[src/rtl/ultrasonic_scheduler.sv]
// Round-robin scheduler for N_CH ultrasonic rangers: triggers one sensor at a time,
// times its echo pulse and converts the width to millimetres.
module ultrasonic_scheduler #(
  parameter int unsigned N_CH           = 3,
  parameter int unsigned TRIG_CYCLES    = 500,
  parameter int unsigned TIMEOUT_CYCLES = 1500000,
  parameter int unsigned GAP_CYCLES     = 100000,
  parameter int unsigned OBST_MM        = 70
) (
  input  logic                 clk_50M,
  input  logic                 reset,
  input  logic                 enable,
  input  logic [N_CH-1:0]      ch_mask,
  input  logic [N_CH-1:0]      echo_rx,
  output logic [N_CH-1:0]      trig,
  output logic [16*N_CH-1:0]   distance_out,
  output logic [N_CH-1:0]      op,
  output logic [N_CH-1:0]      timeout,
  output logic                 meas_done,
  output logic [1:0]           meas_ch,
  output logic                 busy
);

  localparam int unsigned CH_W = (N_CH > 1) ? $clog2(N_CH) : 1;

  localparam logic [CH_W:0] N_CH_L       = (CH_W+1)'(N_CH);
  localparam logic [31:0]   TRIG_LAST    = 32'(TRIG_CYCLES - 1);
  localparam logic [31:0]   TIMEOUT_LAST = 32'(TIMEOUT_CYCLES - 1);
  localparam logic [31:0]   GAP_LAST     = 32'(GAP_CYCLES - 1);
  localparam logic [15:0]   OBST_TH      = 16'(OBST_MM);

  typedef enum logic [2:0] {
    StIdle,
    StSelect,
    StTrig,
    StWaitEcho,
    StMeasure,
    StCalc,
    StGap
  } state_e;

  state_e            state_q;
  logic [N_CH-1:0]   echo_meta_q;
  logic [N_CH-1:0]   echo_sync_q;
  logic              echo_prev_q;
  logic [31:0]       cnt_q;
  logic [CH_W-1:0]   ch_q;
  logic [CH_W-1:0]   last_q;
  logic              first_q;
  logic              phase_q;
  logic [15:0]       dist_new_q;
  logic [15:0]       dist_q [N_CH];
  logic [N_CH-1:0]   trig_q;
  logic [N_CH-1:0]   op_q;
  logic [N_CH-1:0]   to_q;
  logic              meas_done_q;
  logic [1:0]        meas_ch_q;

  logic              echo_cur;
  logic              sel_found;
  logic [CH_W-1:0]   sel_ch;
  logic [CH_W:0]     sel_base;
  logic [CH_W:0]     sel_idx;
  logic [15:0]       dist_calc;

  assign echo_cur = echo_sync_q[ch_q];

  // 32-bit product keeps the full-scale count (1.5M * 339) without overflow.
  assign dist_calc = 16'((cnt_q * 32'd339) / 32'd100000);

  // First eligible channel strictly after the previous one; channel 0 first after reset.
  always_comb begin
    sel_found = 1'b0;
    sel_ch    = '0;
    sel_idx   = '0;
    sel_base  = first_q ? '0 : ({1'b0, last_q} + (CH_W+1)'(1));
    for (int k = 0; k < int'(N_CH); k++) begin
      sel_idx = sel_base + (CH_W+1)'(k);
      if (sel_idx >= N_CH_L) begin
        sel_idx = sel_idx - N_CH_L;
      end
      if (!sel_found && ch_mask[sel_idx[CH_W-1:0]]) begin
        sel_found = 1'b1;
        sel_ch    = sel_idx[CH_W-1:0];
      end
    end
  end

  always_ff @(posedge clk_50M) begin
    if (reset) begin
      state_q     <= StIdle;
      echo_meta_q <= '0;
      echo_sync_q <= '0;
      echo_prev_q <= 1'b0;
      cnt_q       <= '0;
      ch_q        <= '0;
      last_q      <= '0;
      first_q     <= 1'b1;
      phase_q     <= 1'b0;
      dist_new_q  <= '0;
      for (int i = 0; i < int'(N_CH); i++) begin
        dist_q[i] <= '0;
      end
      trig_q      <= '0;
      op_q        <= '0;
      to_q        <= '0;
      meas_done_q <= 1'b0;
      meas_ch_q   <= '0;
    end else begin
      echo_meta_q <= echo_rx;
      echo_sync_q <= echo_meta_q;
      meas_done_q <= 1'b0;

      unique case (state_q)
        StIdle: begin
          if (enable && (|ch_mask)) begin
            state_q <= StSelect;
          end
        end

        StSelect: begin
          if (sel_found) begin
            ch_q    <= sel_ch;
            last_q  <= sel_ch;
            first_q <= 1'b0;
            trig_q  <= N_CH'(1) << sel_ch;
            cnt_q   <= '0;
            state_q <= StTrig;
          end else begin
            state_q <= StIdle;
          end
        end

        StTrig: begin
          if (cnt_q == TRIG_LAST) begin
            trig_q      <= '0;
            cnt_q       <= '0;
            // Treat the echo as high so a level already present must fall first.
            echo_prev_q <= 1'b1;
            state_q     <= StWaitEcho;
          end else begin
            cnt_q <= cnt_q + 32'd1;
          end
        end

        StWaitEcho: begin
          echo_prev_q <= echo_cur;
          if (echo_cur && !echo_prev_q) begin
            cnt_q   <= 32'd1;
            state_q <= StMeasure;
          end else if (cnt_q == TIMEOUT_LAST) begin
            dist_q[ch_q] <= '0;
            op_q[ch_q]   <= 1'b0;
            to_q[ch_q]   <= 1'b1;
            meas_done_q  <= 1'b1;
            meas_ch_q    <= 2'(ch_q);
            cnt_q        <= '0;
            state_q      <= StGap;
          end else begin
            cnt_q <= cnt_q + 32'd1;
          end
        end

        StMeasure: begin
          if (!echo_cur) begin
            phase_q <= 1'b0;
            state_q <= StCalc;
          end else if (cnt_q >= TIMEOUT_LAST) begin
            dist_q[ch_q] <= '0;
            op_q[ch_q]   <= 1'b0;
            to_q[ch_q]   <= 1'b1;
            meas_done_q  <= 1'b1;
            meas_ch_q    <= 2'(ch_q);
            cnt_q        <= '0;
            state_q      <= StGap;
          end else begin
            cnt_q <= cnt_q + 32'd1;
          end
        end

        // Two cycles: register the quotient, then publish the result.
        StCalc: begin
          if (!phase_q) begin
            dist_new_q <= dist_calc;
            phase_q    <= 1'b1;
          end else begin
            dist_q[ch_q] <= dist_new_q;
            op_q[ch_q]   <= (dist_new_q != 16'd0) && (dist_new_q < OBST_TH);
            to_q[ch_q]   <= 1'b0;
            meas_done_q  <= 1'b1;
            meas_ch_q    <= 2'(ch_q);
            phase_q      <= 1'b0;
            cnt_q        <= '0;
            state_q      <= StGap;
          end
        end

        StGap: begin
          if (cnt_q == GAP_LAST) begin
            cnt_q   <= '0;
            state_q <= (enable && (|ch_mask)) ? StSelect : StIdle;
          end else begin
            cnt_q <= cnt_q + 32'd1;
          end
        end

        default: state_q <= StIdle;
      endcase
    end
  end

  for (genvar g = 0; g < int'(N_CH); g++) begin : g_dist
    assign distance_out[16*g +: 16] = dist_q[g];
  end

  assign trig      = trig_q;
  assign op        = op_q;
  assign timeout   = to_q;
  assign meas_done = meas_done_q;
  assign meas_ch   = meas_ch_q;
  assign busy      = (state_q != StIdle);

endmodule

[config.mk]
export PLATFORM = sky130hd
export DESIGN_NAME = ultrasonic_scheduler
export DESIGN_NICKNAME = d
export VERILOG_FILES = /design/src/rtl/ultrasonic_scheduler.sv
export SDC_FILE = /design/constraint.sdc
export NUM_CORES = 1
export LEC_CHECK = 0
export BUFFER_PORTS_ARGS = -buffer_cell sky130_fd_sc_hd__buf_2
export CORE_MARGIN = 2
export CORE_UTILIZATION = 25
export CTS_CLUSTER_SIZE = 10
export DETAILED_ROUTE_END_ITERATION = 6
export PLACE_DENSITY = 0.36
export SLEW_MARGIN = 5
export SYNTH_ARGS = -nofsm -noshare
export SYNTH_HDL_FRONTEND = slang
export SYNTH_SLANG_ARGS = --single-unit
export TNS_END_PERCENT = 20
[constraint.sdc]
create_clock -name clk_50M -period 48.1 [get_ports clk_50M]
set_clock_uncertainty 0.1 [all_clocks]
set_input_delay 4.81 -clock clk_50M [delete_from_list [all_inputs] [get_ports clk_50M]]
set_output_delay 4.81 -clock clk_50M [all_outputs]
set_load 0.1 [all_outputs]
# Word-level counts from Yosys, hierarchy flattened
# Memory sizes are Yosys's and may differ from the RTL's.
# Cells that the tools add are included.
[word_totals]
word_cells = 179
ff_bits = 74
memories = 1
output_inout_bits = 61
ramBits = 48
[mem_list]
columns = ["memory", "depth", "word_bits", "read_ports", "rd_clocked_by_memory_dff", "write_ports", "line", "rtl"]
rows = [
  ["dist_q", 3, 16, 3, 0, 3, "52", "logic [15:0] dist_q [N_CH];"],
]
[classes]
n_div = 1
n_bitwise = 7
n_mul = 1
n_mux = 89
add_sub_neg = 7
shift = 1
n_eq_ne = 21
n_lt_le_gt_ge = 10
n_reduce_logical = 27
[op_table]
columns = ["operator", "count"]
rows = [
  ["$mux 32", 8],
  ["$pmux 32 s6", 1],
  ["$mux 3", 21],
  ["$mux 16", 3],
  ["$add 32x1->32 const B", 1],
  ["$div 32x17->32 const B", 1],
  ["$eq 32x17->1 const B", 1],
  ["$eq 32x21->1 const B", 1],
  ["$eq 32x9->1 const B", 1],
  ["$ge 32x21->1 const B", 1],
  ["$mul 32x9->32 const B", 1],
  ["$mux 1", 29],
  ["$mux 2", 13],
  ["$pmux 3 s7", 1],
  ["$ne 2x2->1 const B", 10],
  ["$pmux 3 s3", 2],
  ["$lt 16x7->1 const B", 1],
  ["$reduce_bool 16->1", 1],
  ["$reduce_or 16->1", 1],
  ["$lt 2x3->1 const B", 4],
  ["$reduce_and 6->1", 2],
  ["$eq 3x3->1 const B", 3],
  ["$ge 3x2->1 const B", 3],
  ["$bmux 1 s2", 4],
  ["other kinds (30)", 50],
]

# Logic depth before layout (Yosys ltp)
# Gate-level depths: netlist (run 1).
[depth]
word_depth = 16
ltp_mapped = 83
ltp_nobuf = 66

# Worst setup path before layout (run 1)
# No wires, ideal clock.
[synth_path]
path_kind = "register to register"
start = "reg cnt_q[10]"
end = "reg dist_new_q[0]"
stages_incl_launch_ff = 72
arrival_time_ns = 18.678
required_ns = 47.921
setup_ns = 0.079
period_less_slack_ns = 18.857
setup_slack_ns = 29.243
path_cell_list = "dfxtp_1 -> ha_1 -> fa_1 -> fa_1 -> inv_1 -> fa_1 -> inv_1 -> ha_1 -> buf_2 -> and4_4 -> and2_1 -> a221oi_2 -> o21ai_2 -> xor2_2 -> nand2_1 -> or3_4 -> a211oi_2 -> mux2i_1 -> [... 36 more ...] -> maj3_1 -> o21a_1 -> o31ai_1 -> a221o_1 -> a211oi_4 -> o311a_2 -> or4_1 -> o211ai_2 -> nor2_1 -> a2111oi_2 -> nand2b_1 -> a21boi_1 -> xnor2_1 -> o221ai_4 -> nand2_1 -> or4_1 -> a221o_1 -> a211oi_2"
[synth_between]
elab_chain_cells = 2
[synth_lines]
columns = ["element", "line", "rtl"]
rows = [
  ["from (decl)", "46", "logic [31:0] cnt_q;"],
  ["from (signal assigned)", "142", "cnt_q <= cnt_q + 32'd1;"],
  ["from (signal assigned)", "160", "cnt_q <= cnt_q + 32'd1;"],
  ["from (signal assigned)", "177", "cnt_q <= cnt_q + 32'd1;"],
  ["$mul 32x9->32", "69", "assign dist_calc = 16'((cnt_q * 32'd339) / 32'd100000);"],
  ["$div 32x17->32", "69", ""],
  ["to (signal assigned)", "184", "dist_new_q <= dist_calc;"],
  ["to (decl)", "51", "logic [15:0] dist_new_q;"],
]
# No other way between the ends.
# A chain may end at the register's enable or synchronous reset.

# Worst setup path in the final report (run 1)
# Ends and elaborated chain as after synthesis.

==> results.py, run 1 <==
metrics = {
    "outcome": {
        "status": "finished, final reports clean",
    },
    "critical_path": {
        "cp_max_fo": 21,
        "critPathSlowestCell": "xnor2_1",
        "cp.buffers_inverters": 3,
        "crit_required_ps": 48360,
        "reg2regPathDepth": 63,
        "arrival_ps": 25180,
        "startpoint_type": "register",
        "slowest_delay_ps": 810,
        "cp_num_cells": 63,
        "critPathKind": "reg -> reg",
        "rrSetupSlack_ps": 23180,
        "cp-end-kind": "register",
        "path_common_cell": "a21oi_1",
        "path_delay_family": "compound AO/OA/AOI/OAI gates",
        "r2r-start": "cnt_q[10]$_SDFFE_PP0P_",
        "rr_endpoint": "dist_new_q[0]$_SDFFE_PP0P_",
    },
    "hold_path": {
        "hold_depth": 1,
        "hold_end": "echo_sync_q[1]$_SDFF_PP0_",
        "hp-class": "reg -> reg",
        "min_from": "echo_meta_q[1]$_SDFF_PP0_",
    },
    "global_routing": {
        "gr-usage-all-layers": 0.159,
        "grt_pass1_vias": 18400,
        "antenna_found_initial": 0,
        "overflow": 0,
        "grt_max_degree": 39,
        "grt_pass1_wl_um": 105000,
    },
    "clocking": {
        "clock_latency_ps": 440,
        "cts_hold_buffers": 0,
        "post_cts_buffers": 0,
        "cts_max_level": 4,
        "clkSinkCount": 122,
        "path_clk_slew_ps": 70,
        "cts-resized-gates": 0,
        "clockBufferDepth": 2,
        "cts_tree": "done",
        "root_buffer": "clkbuf_16",
        "cts_buffers": 17,
    },
    "sta": {
        "finalSetupViolCount": 0,
        "hold_violations": 0,
        "max_freq_mhz": 40.1,
        "worst_pin_slew_ps": 1240,
        "finalSetupTns_ps": 0,
        "maxSlewViolCount": 0,
        "slew-limit-headroom": 0.153,
        "fin_ws_ps": 23180,
        "hold_ws_ps": 333,
        "timing.final.crit_share": 0.518,
        "rsz0062_at_grt": "no",
        "fin_crit_ps": 24920,
    },
    "final_layout": {
        "final_nets": 2767,
        "diodes": 0,
        "area.growth.synth_to_final_pct": 9.51,
        "final.fill_count": 8572,
        "drive_gt1_frac": 0.0975,
        "fin_cells": 3584,
    },
    "placed_design": {
        "place_ws_ps": 23350,
        "gp_congestion": 0.834,
        "place_inst": 3552,
        "dp_hpwl_um": 53000,
        "io_buffers": 69,
    },
    "yosys": {
        "seq_area_frac_synth": 0.149,
        "synth_nets": 2765,
        "syn_area_um2": 19600,
        "async_flop_share": 0,
        "netlist_instances": 2529,
        "synth_top_flop_cell": "dfxtp_1",
        "syn_area_per_cell_um2": 7.76,
        "yosysUniqueCellTypes": 139,
        "ys_warn_count": 0,
        "synth-edff-count": 48,
        "ys_ff_latch": 122,
    },
    "routing": {
        "antenna_left": 0,
        "drc": 0,
        "dr_total_vias": 18800,
        "vias_per_cell": 5.23,
        "wire_per_inst_um": 18.4,
        "first_pass_iters": 5,
        "drt_iter0_markers": 1053,
        "wirelength_um": 65800,
    },
    "power_and_ir_drop": {
        "powerDensity_nw_per_um2": 16.1,
        "ir_worst_vdd_uv": 25.4,
        "p_leak_uw": 0.00853,
    },
    "floorplanning": {
        "die_y_um": 284,
        "core_um2": 77600,
        "rows": 102,
        "start_util": 0.253,
        "ios": 70,
        "die_w_um": 284,
        "dieArea_um2": 80700,
    },
    "run": {
        "maxCapViolations": 0,
    },
}
-- metal layers --
metal,wire length [um],global-route usage
met1,31800,0.222
met2,31000,0.264
met3,1890,0.0149
met4,1070,0.0347
met5,0,0
-- cell usage in the layout (no fill, tap or decap), types with 12 or more instances in the layout --
cell type / count
a21oi_1: 165
dfxtp_1: 74
buf_2: 69
a31oi_1: 26
and3_1: 27
xnor2_1: 119
buf_4: 15
nand4_1: 33
o22ai_1: 14
nor2b_1: 19
a211oi_1: 44
mux2i_1: 57
a21o_1: 36
xor2_1: 31
o31ai_1: 22
nand2_1: 262
nand2b_1: 20
o211ai_1: 39
inv_1: 174
o21ai_1: 19
or2_2: 15
or3_1: 21
and2_1: 36
fa_1: 71
nor3_1: 52
nand3_1: 75
o21a_1: 18
clkbuf_16: 17
mux2_2: 12
edfxtp_1: 48
nor4_1: 18
ha_1: 156
nor2_1: 280
o21ai_0: 111
a211o_1: 15
-- flip-flops by register name (all words and copies together), names as in the netlist, 2 cells and up, named ones only --
signal,count
dist_q,48
cnt_q,32
dist_new_q,16
echo_meta_q,3
echo_sync_q,3
op,3
state_q,3
trig,3
last_q,2
meas_ch,2
-- final cells by class --
class                      instances  area [um2]  area share
clock buffer                      17         425      0.0198
tap                             1040        1300      0.0606
clock inverter                    15         156     0.00728
timing repair buffer              84         458      0.0213
multi-input combinational       2131       15600       0.724
sequential                       122        2920       0.136
inverter                         175         657      0.0306
-- report_power, final --
| group | internal, uW | switching (uW) | leakage, uW |
|---|---|---|---|
| Combinational | 25.8 | 71.9 | 0.00716 |
| Sequential | 112 | 6.93 | 0.00109 |
| Clock | 69.1 | 59.9 | 0.000280 |
-- cells in the mapped netlist (21+ instances only) --
library cell | n | area, um2
a211oi_1 | 45 | 338
clkbuf_1 | 57 | 214
edfxtp_1 | 48 | 1440
xnor2_1 | 119 | 1040
buf_2 | 30 | 150
mux2i_1 | 57 | 571
xor2_1 | 31 | 272
nor3_1 | 52 | 260
and3_1 | 27 | 169
and2_1 | 36 | 225
dfxtp_1 | 74 | 1480
ha_1 | 156 | 1950
o31ai_1 | 22 | 165
nand2_1 | 262 | 983
fa_1 | 71 | 1420
inv_1 | 174 | 653
a31oi_1 | 26 | 163
or3_1 | 21 | 131
o21ai_0 | 111 | 556
nor2_1 | 281 | 1050
a21oi_1 | 165 | 826
nand3_1 | 75 | 375
a21o_1 | 36 | 270
nand4_1 | 33 | 206
o211ai_1 | 39 | 293
-- cells by family (layout without fill, tap and decap cells) --
family                   Yosys count  after routing  share of synthesized area
buffers and inverters            276            291                     0.0584
AO/OA/AOI/OAI                    724            724                      0.269
adder cells (fa/ha/maj)          235            235                      0.176
AND/OR/NAND/NOR                  939            939                      0.234
XOR/XNOR                         156            156                     0.0725
flip-flops                       122            122                      0.149
multiplexers                      77             77                     0.0415
-- worst max path at each step --
stage | from | endpoint | slack [ps]
CTS | cnt_q[10]$_SDFFE_PP0P_ | dist_new_q[0]$_SDFFE_PP0P_ | 23270
global route | cnt_q[10]$_SDFFE_PP0P_ | dist_new_q[0]$_SDFFE_PP0P_ | 21210
global placement | cnt_q[10]$_SDFFE_PP0P_ | dist_new_q[0]$_SDFFE_PP0P_ | 23810
detailed placement | cnt_q[10]$_SDFFE_PP0P_ | dist_new_q[0]$_SDFFE_PP0P_ | 23350
finish | cnt_q[10]$_SDFFE_PP0P_ | dist_new_q[0]$_SDFFE_PP0P_ | 23180
floorplan | cnt_q[10]$_SDFFE_PP0P_ | dist_new_q[0]$_SDFFE_PP0P_ | 29240
-- per-stage QoR --
stage	util	cell area, um2	total power, uW
global route	0.277	21500	364
detailed placement	0.269	20900	219
finish	0.277	21500	346
floorplan	-	19600	192
global placement	0.269	20900	220
CTS	0.277	21500	351
Power figures use the tool's default switching activity.
==> run 2, diff against run 1 <==
Settings changed: PLACE_DENSITY 0.36 to 0.37.
Clock period 48.1 ns to 20.2 ns, I/O delays scaled along.
==> results.py, run 2 (synthesis gave the netlist of run 1 again) <==
metrics = {
    "routing": {
        "dr_total_vias": 19500,
        "first_pass_iters": 7,
        "drc": 0,
        "drt_iter0_markers": 1192,
        "antenna_left": 0,
        "wire_per_inst_um": 17.5,
        "wirelength_um": 66400,
        "vias_per_cell": 5.13,
    },
    "critical_path": {
        "path_delay_family": "compound AO/OA/AOI/OAI gates",
        "path_common_cell": "buf_4",
        "critPathSlowestCell": "fa_1",
        "cp-end-kind": "register",
        "cp_max_fo": 11,
        "startpoint_type": "register",
        "crit_required_ps": 20450,
        "cp.buffers_inverters": 15,
        "arrival_ps": 19520,
        "critPathKind": "reg -> reg",
        "slowest_delay_ps": 550,
    },
    "clocking": {
        "clkSinkCount": 122,
        "path_clk_slew_ps": 70,
        "clockBufferDepth": 2,
        "cts_hold_buffers": 0,
        "root_buffer": "clkbuf_16",
        "cts_max_level": 4,
        "cts_buffers": 17,
        "clock_latency_ps": 430,
        "cts_tree": "done",
    },
    "sta": {
        "max_freq_mhz": 51.9,
        "hold_violations": 0,
        "timing.final.crit_share": 0.954,
        "maxSlewViolCount": 0,
        "fin_crit_ps": 19270,
        "finalSetupViolCount": 0,
        "finalSetupTns_ps": 0,
        "worst_pin_slew_ps": 1020,
        "slew-limit-headroom": 0.300,
    },
    "final_layout": {
        "area.growth.synth_to_final_pct": 20.0,
        "reg_top3": "dist_q (48), cnt_q (32), dist_new_q (16)",
        "final_cell_mix": "276 x nor2_1, 261 x nand2_1, 233 x buf_4",
        "final_nets": 2987,
        "final_common_cell": "nor2_1",
        "largest_register": "dist_q",
        "design_area_um2": 23500,
        "diodes": 0,
        "drive_gt1_frac": 0.200,
        "largest_register_ffs": 48,
    },
    "power_and_ir_drop": {
        "total_power_uw": 803,
        "powerDensity_nw_per_um2": 34.1,
        "combPwrFrac": 0.291,
        "swShare": 0.391,
        "power.internal_uw": 489,
        "pwr-share-seq": 0.351,
        "ir_worst_vdd_uv": 61.8,
        "netSwitchingPower_uw": 314,
        "clkPwrFrac": 0.357,
        "p_leak_uw": 0.00968,
    },
    "floorplanning": {
        "dieArea_um2": 80700,
        "start_util": 0.253,
        "die_w_um": 284,
        "rows": 102,
        "ios": 70,
        "core_um2": 77600,
        "die_y_um": 284,
    },
    "global_routing": {
        "grt_max_degree": 62,
        "overflow": 0,
        "grt_pass1_vias": 19000,
        "antenna_found_initial": 0,
        "gr-usage-all-layers": 0.160,
        "grt_pass1_wl_um": 107000,
    },
    "placed_design": {
        "gp_congestion": 0.830,
        "place_area_um2": 22500,
        "dp_hpwl_um": 54500,
        "io_buffers": 69,
    },
    "outcome": {
        "status": "finished, final reports clean",
    },
    "run": {
        "maxCapViolations": 0,
    },
    "hold_path": {
        "hp-class": "reg -> reg",
    },
}
==> run 2: cell count changes in the layout (fill, tap and decap cells not counted), moves of 5 or more <==
cell | previous run | this run
ha_2 | 0 | 7
nor2_2 | 3 | 8
ha_1 | 156 | 148
a21oi_2 | 10 | 19
a211oi_1 | 44 | 38
dfxtp_2 | 0 | 17
a21oi_4 | 2 | 7
dfxtp_1 | 74 | 55
buf_4 | 15 | 233
a21oi_1 | 165 | 151
==> run 2: power groups by stage <==
stage,Sequential [uW],Combinational [uW],Clock [uW]
final,282,234,287
after global routing,285,255,304
after CTS,282,234,295
after detailed placement,288,233,0
after global placement,287,233,0
after floorplan,321,137,0
==> run 2: worst register-to-register path, delay by kind of cell (launching register included) <==
family,cells,cell delay [ps]
AOI/OAI and AO/OA,31,7720
xor gates and xnor gates,1,130
adders and majority gates,5,2300
buffers and inverters,15,2310
DFF,1,460
muxes,6,1640
and+or+nand+nor,18,4550
==> run 2: layout make-up <==
cell class / count / area, um2
fill: 8430 / 54000
multi-input combinational: 2131 / 16000
sequential: 122 / 2950
timing repair buffer: 304 / 2130
tap: 1040 / 1300
inverter: 175 / 657
clock buffer: 18 / 429
clock inverter: 14 / 115
==> run 2: repair_timing <==
action                     4_1_cts  5_1_grt
pin swaps                        0       12
cloned                           0        0
setup endpoints to repair        1        3
gates resized for setup          4      106
buffers inserted                 0       11
==> run 2: per-stage QoR <==
stage / setup slack, ps / utilization / hold WS, ps / std cells
3_5_place_dp: -111 / 0.290 / 327 / 3761
6_report: 934 / 0.303 / 344 / 3804
2_1_floorplan: 1340 / - / 314 / 2529
5_1_grt: -49.4 / 0.303 / 354 / 3804
3_3_place_gp: 80.3 / 0.290 / 322 / 3761
4_1_cts: 13.9 / 0.297 / 338 / 3793
==> run 2: worst paths after layout <==
| check | from | to | slack, ps | cells after the start |
|---|---|---|---|---|
| setup / recovery | cnt_q[7]$_SDFFE_PP0P_ | dist_new_q[0]$_SDFFE_PP0P_ | 930 | 76 |
| hold / removal | echo_meta_q[0]$_SDFF_PP0_ | echo_sync_q[0]$_SDFF_PP0_ | 340 | 1 |
| setup reg to reg | cnt_q[7]$_SDFFE_PP0P_ | dist_new_q[0]$_SDFFE_PP0P_ | 930 | 76 |
| hold reg to reg | echo_meta_q[0]$_SDFF_PP0_ | echo_sync_q[0]$_SDFF_PP0_ | 340 | 1 |
==> run 2: routing by layer <==
metal	share of wire	up-vias	wire (um)	global-route usage
met3	0.022	49	1450	0.0122
met1	0.48	9459	31800	0.220
li1	-	9692	-	-
met4	0.0097	0	641	0.0229
met5	0	-	0	0
met2	0.49	301	32500	0.278
